<file path="src/rtl/add_op_fifo_pkg.sv">
// rtl/add_op_fifo_pkg.sv - operand-pair types shared by the adder input buffer
package add_pkg;

    localparam int DATA_W = 8;
    localparam int SUM_W  = DATA_W + 1;

    typedef struct packed {
        logic [DATA_W-1:0] a;
        logic [DATA_W-1:0] b;
    } add_op_t;

    // Reference sum of a stored pair, carry included
    function automatic logic [SUM_W-1:0] op_sum(input add_op_t op);
        return SUM_W'(op.a) + SUM_W'(op.b);
    endfunction

endpackage

</file>
<file path="src/rtl/add_op_fifo_if.sv">
// rtl/add_op_fifo_if.sv - producer/consumer handshake bundle of the operand buffer
interface add_op_fifo_if #(
    parameter int DEPTH  = 4,
    parameter int DATA_W = add_pkg::DATA_W
);
    localparam int LVL_W = $clog2(DEPTH) + 1;

    logic              in_valid;
    logic [DATA_W-1:0] in_a;
    logic [DATA_W-1:0] in_b;
    logic              in_ready;
    logic [DATA_W-1:0] ina;
    logic [DATA_W-1:0] inb;
    logic              out_valid;
    logic              out_ready;
    logic [LVL_W-1:0]  level;
    logic              full;
    logic              empty;

    modport master (
        output in_valid, in_a, in_b, out_ready,
        input  in_ready, ina, inb, out_valid, level, full, empty
    );

    modport slave (
        input  in_valid, in_a, in_b, out_ready,
        output in_ready, ina, inb, out_valid, level, full, empty
    );
endinterface

</file>
<file path="src/rtl/add_op_fifo_ram.sv">
// rtl/add_op_fifo_ram.sv - DEPTH x add_op_t storage, one write port, async read
module add_op_ram
    import add_pkg::*;
#(
    parameter int DEPTH = 4,
    localparam int PTR_W = $clog2(DEPTH)
) (
    input  logic             clk,
    input  logic             we_i,
    input  logic [PTR_W-1:0] waddr_i,
    input  add_op_t          wdata_i,
    input  logic [PTR_W-1:0] raddr_i,
    output add_op_t          rdata_o
);

    add_op_t mem_q [DEPTH];

    // Contents are deliberately left unreset; validity is tracked by the level counter
    always_ff @(posedge clk) begin
        if (we_i) begin
            mem_q[waddr_i] <= wdata_i;
        end
    end

    assign rdata_o = mem_q[raddr_i];

endmodule

</file>
<file path="src/rtl/add_op_fifo.sv">
// rtl/add_op_fifo.sv - operand-pair FIFO feeding the 8-bit adder's ina/inb inputs
module add_op_fifo
    import add_pkg::*;
#(
    parameter int DEPTH = 4
) (
    input  logic         clk,
    input  logic         rst_n,
    add_op_fifo_if.slave bus
);

    localparam int PTR_W = $clog2(DEPTH);
    localparam int LVL_W = PTR_W + 1;

    logic [PTR_W-1:0] wr_ptr_q, wr_ptr_d;
    logic [PTR_W-1:0] rd_ptr_q, rd_ptr_d;
    logic [LVL_W-1:0] level_q, level_d;

    logic    full_w, empty_w, push_w, pop_w;
    add_op_t wdata_w, rdata_w;

    // Status comes only from the registered level, so no in_valid/out_ready path reaches it
    assign full_w  = (level_q == LVL_W'(DEPTH));
    assign empty_w = (level_q == '0);
    assign push_w  = bus.in_valid  && !full_w;
    assign pop_w   = bus.out_ready && !empty_w;

    assign wdata_w.a = bus.in_a;
    assign wdata_w.b = bus.in_b;

    always_comb begin
        wr_ptr_d = wr_ptr_q;
        rd_ptr_d = rd_ptr_q;
        level_d  = level_q;
        if (push_w) begin
            wr_ptr_d = wr_ptr_q + PTR_W'(1);
        end
        if (pop_w) begin
            rd_ptr_d = rd_ptr_q + PTR_W'(1);
        end
        if (push_w && !pop_w) begin
            level_d = level_q + LVL_W'(1);
        end else if (pop_w && !push_w) begin
            level_d = level_q - LVL_W'(1);
        end
    end

    always_ff @(posedge clk or negedge rst_n) begin
        if (!rst_n) begin
            wr_ptr_q <= '0;
            rd_ptr_q <= '0;
            level_q  <= '0;
        end else begin
            wr_ptr_q <= wr_ptr_d;
            rd_ptr_q <= rd_ptr_d;
            level_q  <= level_d;
        end
    end

    add_op_ram #(
        .DEPTH (DEPTH)
    ) u_ram (
        .clk     (clk),
        .we_i    (push_w),
        .waddr_i (wr_ptr_q),
        .wdata_i (wdata_w),
        .raddr_i (rd_ptr_q),
        .rdata_o (rdata_w)
    );

    // Stale storage must never leak onto the adder inputs while empty
    assign bus.ina       = empty_w ? '0 : rdata_w.a;
    assign bus.inb       = empty_w ? '0 : rdata_w.b;
    assign bus.out_valid = !empty_w;
    assign bus.in_ready  = !full_w;
    assign bus.full      = full_w;
    assign bus.empty     = empty_w;
    assign bus.level     = level_q;

endmodule

</file>
<file path="src/flat_wrapper.sv">
// flat-port wrapper written by rule: the top's interface ports become plain ports
module add_op_fifo_flat import add_pkg::*;
#(
    parameter int DEPTH = 4
)
  (clk, rst_n, bus_in_valid, bus_in_a, bus_in_b, bus_out_ready, bus_in_ready, bus_ina, bus_inb, bus_out_valid, bus_level, bus_full, bus_empty);
  add_op_fifo_if #(.DEPTH(DEPTH)) bus_i ();
  input  logic clk;
  input  logic rst_n;
  input wire logic [$bits(bus_i.in_valid)-1:0] bus_in_valid;
  input wire logic [$bits(bus_i.in_a)-1:0] bus_in_a;
  input wire logic [$bits(bus_i.in_b)-1:0] bus_in_b;
  input wire logic [$bits(bus_i.out_ready)-1:0] bus_out_ready;
  output wire logic [$bits(bus_i.in_ready)-1:0] bus_in_ready;
  output wire logic [$bits(bus_i.ina)-1:0] bus_ina;
  output wire logic [$bits(bus_i.inb)-1:0] bus_inb;
  output wire logic [$bits(bus_i.out_valid)-1:0] bus_out_valid;
  output wire logic [$bits(bus_i.level)-1:0] bus_level;
  output wire logic [$bits(bus_i.full)-1:0] bus_full;
  output wire logic [$bits(bus_i.empty)-1:0] bus_empty;
  assign bus_i.in_valid = bus_in_valid;
  assign bus_i.in_a = bus_in_a;
  assign bus_i.in_b = bus_in_b;
  assign bus_i.out_ready = bus_out_ready;
  assign bus_in_ready = bus_i.in_ready;
  assign bus_ina = bus_i.ina;
  assign bus_inb = bus_i.inb;
  assign bus_out_valid = bus_i.out_valid;
  assign bus_level = bus_i.level;
  assign bus_full = bus_i.full;
  assign bus_empty = bus_i.empty;
  add_op_fifo #(.DEPTH(DEPTH)) u_core (.clk(clk), .rst_n(rst_n), .bus(bus_i));
endmodule
</file>
<file path="config.mk">
export PLATFORM = sky130hd
export DESIGN_NAME = add_op_fifo_flat
export DESIGN_NICKNAME = d
export VERILOG_FILES = /design/src/rtl/add_op_fifo_pkg.sv /design/src/rtl/add_op_fifo_if.sv /design/src/rtl/add_op_fifo_ram.sv /design/src/rtl/add_op_fifo.sv /design/src/flat_wrapper.sv
export SDC_FILE = /design/constraint.sdc
export NUM_CORES = 1
export LEC_CHECK = 0
export CORE_ASPECT_RATIO = 2
export CORE_MARGIN = 5
export CORE_UTILIZATION = 53
export CTS_CLUSTER_SIZE = 28
export DETAILED_ROUTE_END_ITERATION = 10
export PLACE_DENSITY = 0.78
export SLEW_MARGIN = 20
export SYNTH_ARGS = -nofsm -noshare
export SYNTH_HDL_FRONTEND = slang
export SYNTH_SLANG_ARGS = --single-unit
</file>
<file path="constraint.sdc">
create_clock -name clk -period 3.1 [get_ports clk]
set_clock_uncertainty 0.05 [all_clocks]
set_input_delay 0.62 -clock clk [delete_from_list [all_inputs] [get_ports clk]]
set_output_delay 0.62 -clock clk [all_outputs]
set_load 0.02 [all_outputs]
</file>
After elaboration in Yosys (flattened, before gate mapping). Memory sizes are Yosys's and may differ from the RTL's. Index checks and enable logic that the tools add are counted.

Register bits: 7. Bits in writable memories: 64. Bits of input ports: 20. Output and inout port bits: 23. Logic and storage cells: 25. Memories: 1.

Memories: u_core.u_ram.mem_q (words 4, width 16, read ports 1, clocked after Yosys merged registers in 0, write ports 1, RTL line add_op_fifo_ram.sv:16) `add_op_t mem_q [DEPTH];`.

$add $sub $neg: 4. Equal/unequal tests: 1. Multiplexer cells: 6. Reduce and logical (&&, ||, !) cells: 10.

Operator list (count): 8-bit 2-to-1 mux (2); 3-bit 2-to-1 mux (2); 2-bit by 1-bit adder with 2-bit output, second input constant (2); 1-bit logical AND (4); 1-bit logical NOT (4); 3-bit by 1-bit adder with 3-bit output, second input constant (1); 3-bit == test, second input constant (1); 3-bit logical NOT (1); 3-bit by 1-bit subtractor with 3-bit output, second input constant (1); 1-bit 2-to-1 mux (2); 2-bit nonzero test (1).

Longest topological paths before layout.
Word-level depth: 7. Depth in mapped cells: 11. Gate-level depth less buffers: 10.

Hierarchy. A second synthesis with hierarchy kept.

Cells, all modules: 133. Area, all modules: 2837.7 um^2.

Modules (own cells, without submodules): add_op_ram (times used 1, cells an instance 88, area an instance 2377.3 um^2, sequential area each 1921.8 um^2); add_op_fifo (times used 1, cells an instance 45, area an instance 460.4 um^2, sequential area each 175.2 um^2).

Worst setup path after synthesis. No wires, ideal clock.

Path kind: register to register. Start: reg u_core.level_q[0] (netlist: u_core.bus.level[0]). End: reg u_core.level_q[2] (netlist: u_core.bus.level[2]). Library setup time: 0.080 ns. Arrival: 2.185 ns. Required time: 2.970 ns. Path slack: 0.785 ns. Stages on the path, launching flop included: 12. Period minus slack after synthesis: 2.315 ns. Cell sequence: dfrtp_1 -> nor2_1 -> nand2_1 -> inv_1 -> nor2b_1 -> buf_2 -> ha_1 -> inv_1 -> fa_1 -> xor2_1 -> nor2_1 -> xor2_1.

Longest elaborated chain between the ends: 6.

RTL lines: from (decl) (RTL line add_op_fifo.sv:17) `logic [LVL_W-1:0] level_q, level_d;`; from (signal assigned) (RTL line add_op_fifo.sv:56) `level_q <= level_d;`; 3-bit == test * (RTL line add_op_fifo.sv:23) `assign full_w = (level_q == LVL_W'(DEPTH));`; 1-bit logical NOT *; net bus_in_ready (RTL line flat_wrapper.sv:14) `output wire logic [$bits(bus_i.in_ready)-1:0] bus_in_ready;`; 1-bit logical AND * (RTL line add_op_fifo.sv:25) `assign push_w = bus.in_valid && !full_w;`; net u_core.push_w (RTL line add_op_fifo.sv:19) `logic full_w, empty_w, push_w, pop_w;`; 1-bit logical NOT (RTL line add_op_fifo.sv:43) `end else if (pop_w && !push_w) begin`; 1-bit logical AND (RTL line add_op_fifo.sv:43); 2-bit nonzero test (no source line).

The timed path passes the listed nets; every way through them passes the cells marked *. The select of a mux whose other input is x is not followed. A chain may end at the register's enable or synchronous reset.

Worst setup path in the final report.
Start: reg u_core.level_q[0] (netlist: u_core.bus.level[0]). End: out bus_ina[1].

Longest elaborated chain between the ends: 2.

RTL lines: 3-bit logical NOT (RTL line add_op_fifo.sv:24) `assign empty_w = (level_q == '0);`; 8-bit 2-to-1 mux (RTL line add_op_fifo.sv:72) `assign bus.ina = empty_w ? '0 : rdata_w.a;`; to (decl) (RTL line flat_wrapper.sv:15) `output wire logic [$bits(bus_i.ina)-1:0] bus_ina;`.

No other way between the ends.

==> qor.csv <==
stage;metric;value;unit
sta;Setup TNS Final;0;ps
power_and_ir_drop;pwr dens;992.0;nW/um^2
placement;Cell Count Post-Placement;243;
logic_synthesis;Seq cells post-synth;71;
floorplanning;DIE HEIGHT;114.2;um
outcome;outcome;finished clean;
routing;Residual DRC;0;
routing;TritonRoute pass-1 iters;4;
clock_network;Post-CTS Resized;0;
floorplanning;starting density of the core;53.52;%
routing;routed len/inst;19.83;um
setup_path;Worst Setup End Kind;primary output;
layout;fin nets;220;
floorplanning;CORE AREA;5373;sq um
sta;min Tclk post-route;2928;ps
sta;slew margin rel.;61.89;%
routing;Via-to-Cell Ratio;5.402;
sta;Max Fclk;341.5;MHz
power_and_ir_drop;Worst VDD drop;0.0007522;V
job;max-cap violation count;0;
clock_network;CTS tree;yes;
setup_path;Arrival @ worst endpoint;2260;ps
sta;RSZ-0062 raised after global routing;false;
floorplanning;Chip Width;62.08;um
sta;final hold violations;0;
clock_network;Clock Latency Late Sink;340;ps
logic_synthesis;synthesized cell area;2875;sq um
setup_path;Worst Setup Start Kind;register;
grt;Tot GR Track Use;16.78;%
power_and_ir_drop;Tot Pwr;3.500;mW
clock_network;Max Root-Sink Buffers;2;
routing;Antenna Nets Post-Route;0;
logic_synthesis;syn_area_per_cell;20.54;sq um
clock_network;Clk pin slew, worst setup/hold paths;70;ps
power_and_ir_drop;LEAKAGE;1.250;nW
routing;DR iter-0 viols;54;
grt;number of global-route vias before repair;1547;
clock_network;H-tree levels;3;
logic_synthesis;Synth Instances;140;
clock_network;total CTS buffers;9;
grt;pin count of the biggest net entering global routing;21;
setup_path;CP Data Required Time;2430;ps
grt;first-pass GRT wire length;8079;um
floorplanning;FP Rows;38;
logic_synthesis;post-synthesis sequential area ratio;72.93;%
floorplanning;die area;7087;sq um
clock_network;root buf cell;clkbuf_8;
setup_path;crit path max fanout;20;
min_path;type of the worst min-delay path;register to register;
logic_synthesis;syn_nets;166;
sta;Worst Tran Pin Value;571.6;ps
clock_network;Post-CTS Hold Buffers;0;
sta;final setup vio count;0;
sta;final worst-path cycle share;94.46;%
logic_synthesis;Netlist cell types;20;
logic_synthesis;Ys Warns;0;
layout;ANT cells;0;
placement;I/O Buffers;42;
grt;antenna violations before repair;0;
sta;Slew Viols, Final;0;
routing;routed wire length;5136;um
layout;share of cells above drive strength 1;14.07;%
routing;via count;1399;
floorplanning;Ports;43;
clock_network;Clock Sinks;71;
min_path;hold path depth;1;
layout;Finished Layout Cells;259;
setup_path;worst r2r path cells;8;
placement;DP HPWL;3391;um
layout;Fillers;372;
grt;grt ovf;0;
placement;GP Congestion;0.7339;
layout;Area Overhead vs Synth;22.72;%
clock_network;Setup Buffers After CTS;0;
setup_path;Crit Path Class;register to primary output;
## flip-flops by register name, indices dropped and copies added (netlist names)
signal / cells
u_core.u_ram.mem_q: 64
u_core.bus.level: 3
u_core.wr_ptr_q: 2
u_core.rd_ptr_q: 2
## report_power, final
group | switching, mW | leakage, nW | internal [mW]
logic | 0.761 | 0.507 | 0.786
clock network | 0.297 | 0.0757 | 0.291
registers | 0.0845 | 0.668 | 1.28
## worst paths after layout
| kind | start | slack [ps] | to |
|---|---|---|---|
| worst max-delay path | u_core.bus.level[0] | 170 | bus_ina[1] |
| worst min-delay path | u_core.bus.level[2] | 470 | u_core.bus.level[2] |
| worst min register to register | u_core.bus.level[2] | 470 | u_core.bus.level[2] |
| worst max register to register | u_core.bus.level[0] | 490 | u_core.bus.level[2] |
| min in group asynchronous | rst_n | 510 | u_core.bus.level[0] |
| max in group asynchronous | rst_n | 2220 | u_core.rd_ptr_q[1] |
## metrics by stage
step	cell area (sq um)	hold slack, ps	worst slack (ps)	util (%)
after global routing	3528	524.7	56.26	65.67
final	3528	466.9	171.9	65.67
after detailed placement	3377	461.1	496.3	62.86
after global placement	3377	451.9	595.7	62.86
after CTS	3528	471.7	106.7	65.67
after floorplan	2875	274.4	785.4	-
## worst max-delay path: stages (launching register included)
cell             delay (ps)
dfrtp_1                 460
or3_1                   640
and2_1                  260
clkdlybuf4s50_1         550
## cell type report
cell class	count	area [sq um]	share of cell area (%)
Clock buffer	15	146.4	4.149
Timing Repair Buffer	50	480.5	13.62
Tap cell	60	75.07	2.128
Inverter	5	18.77	0.5319
Multi-Input combinational cell	57	705.7	20.00
Sequential cell	71	2097	59.43
Clock inverter	1	5.005	0.1418
## routing by layer
metal  share of wire [%]  wire [um]  global-route usage (%)
met1                  36       1861                   18.74
met2                  57       2926                   28.60
met5                   0          0                       0
met4                 1.9         98                   6.374
met3                 4.8        249                   5.305
## cell families after synthesis
kind of cell / count (synthesis) / synth area share [%]
xor+xnor: 6 / 1.828
mux: 18 / 14.36
buf+inv: 12 / 2.524
fa+ha+maj: 6 / 2.872
flops: 71 / 72.93
simple gates: 27 / 5.483
## placed cells by master, fill, tap and decap left out, types with 4 or more instances in the layout
master           count
and2_1              20
buf_4                8
clkbuf_1             6
clkbuf_8             9
clkdlybuf4s50_1     42
dfrtp_1              7
edfxtp_1            64
ha_1                 5
inv_1                5
mux4_1               8
mux4_2               8
xnor2_1              4
## cells in the mapped netlist, drive strengths merged
cell | n | area share, %
nand2 | 2 | 0.26
dfrtp | 7 | 6.1
buf | 5 | 1.6
nor2b | 1 | 0.22
edfxtp | 64 | 67
fa | 1 | 0.70
ha | 5 | 2.2
clkbuf | 2 | 0.26
nand3 | 1 | 0.17
mux4 | 16 | 14
nor2 | 2 | 0.26
xor2 | 2 | 0.61
and2 | 20 | 4.4
or3 | 1 | 0.22
xnor2 | 4 | 1.2
inv | 5 | 0.65
mux2 | 2 | 0.78
(Power assumes the default switching activity.)
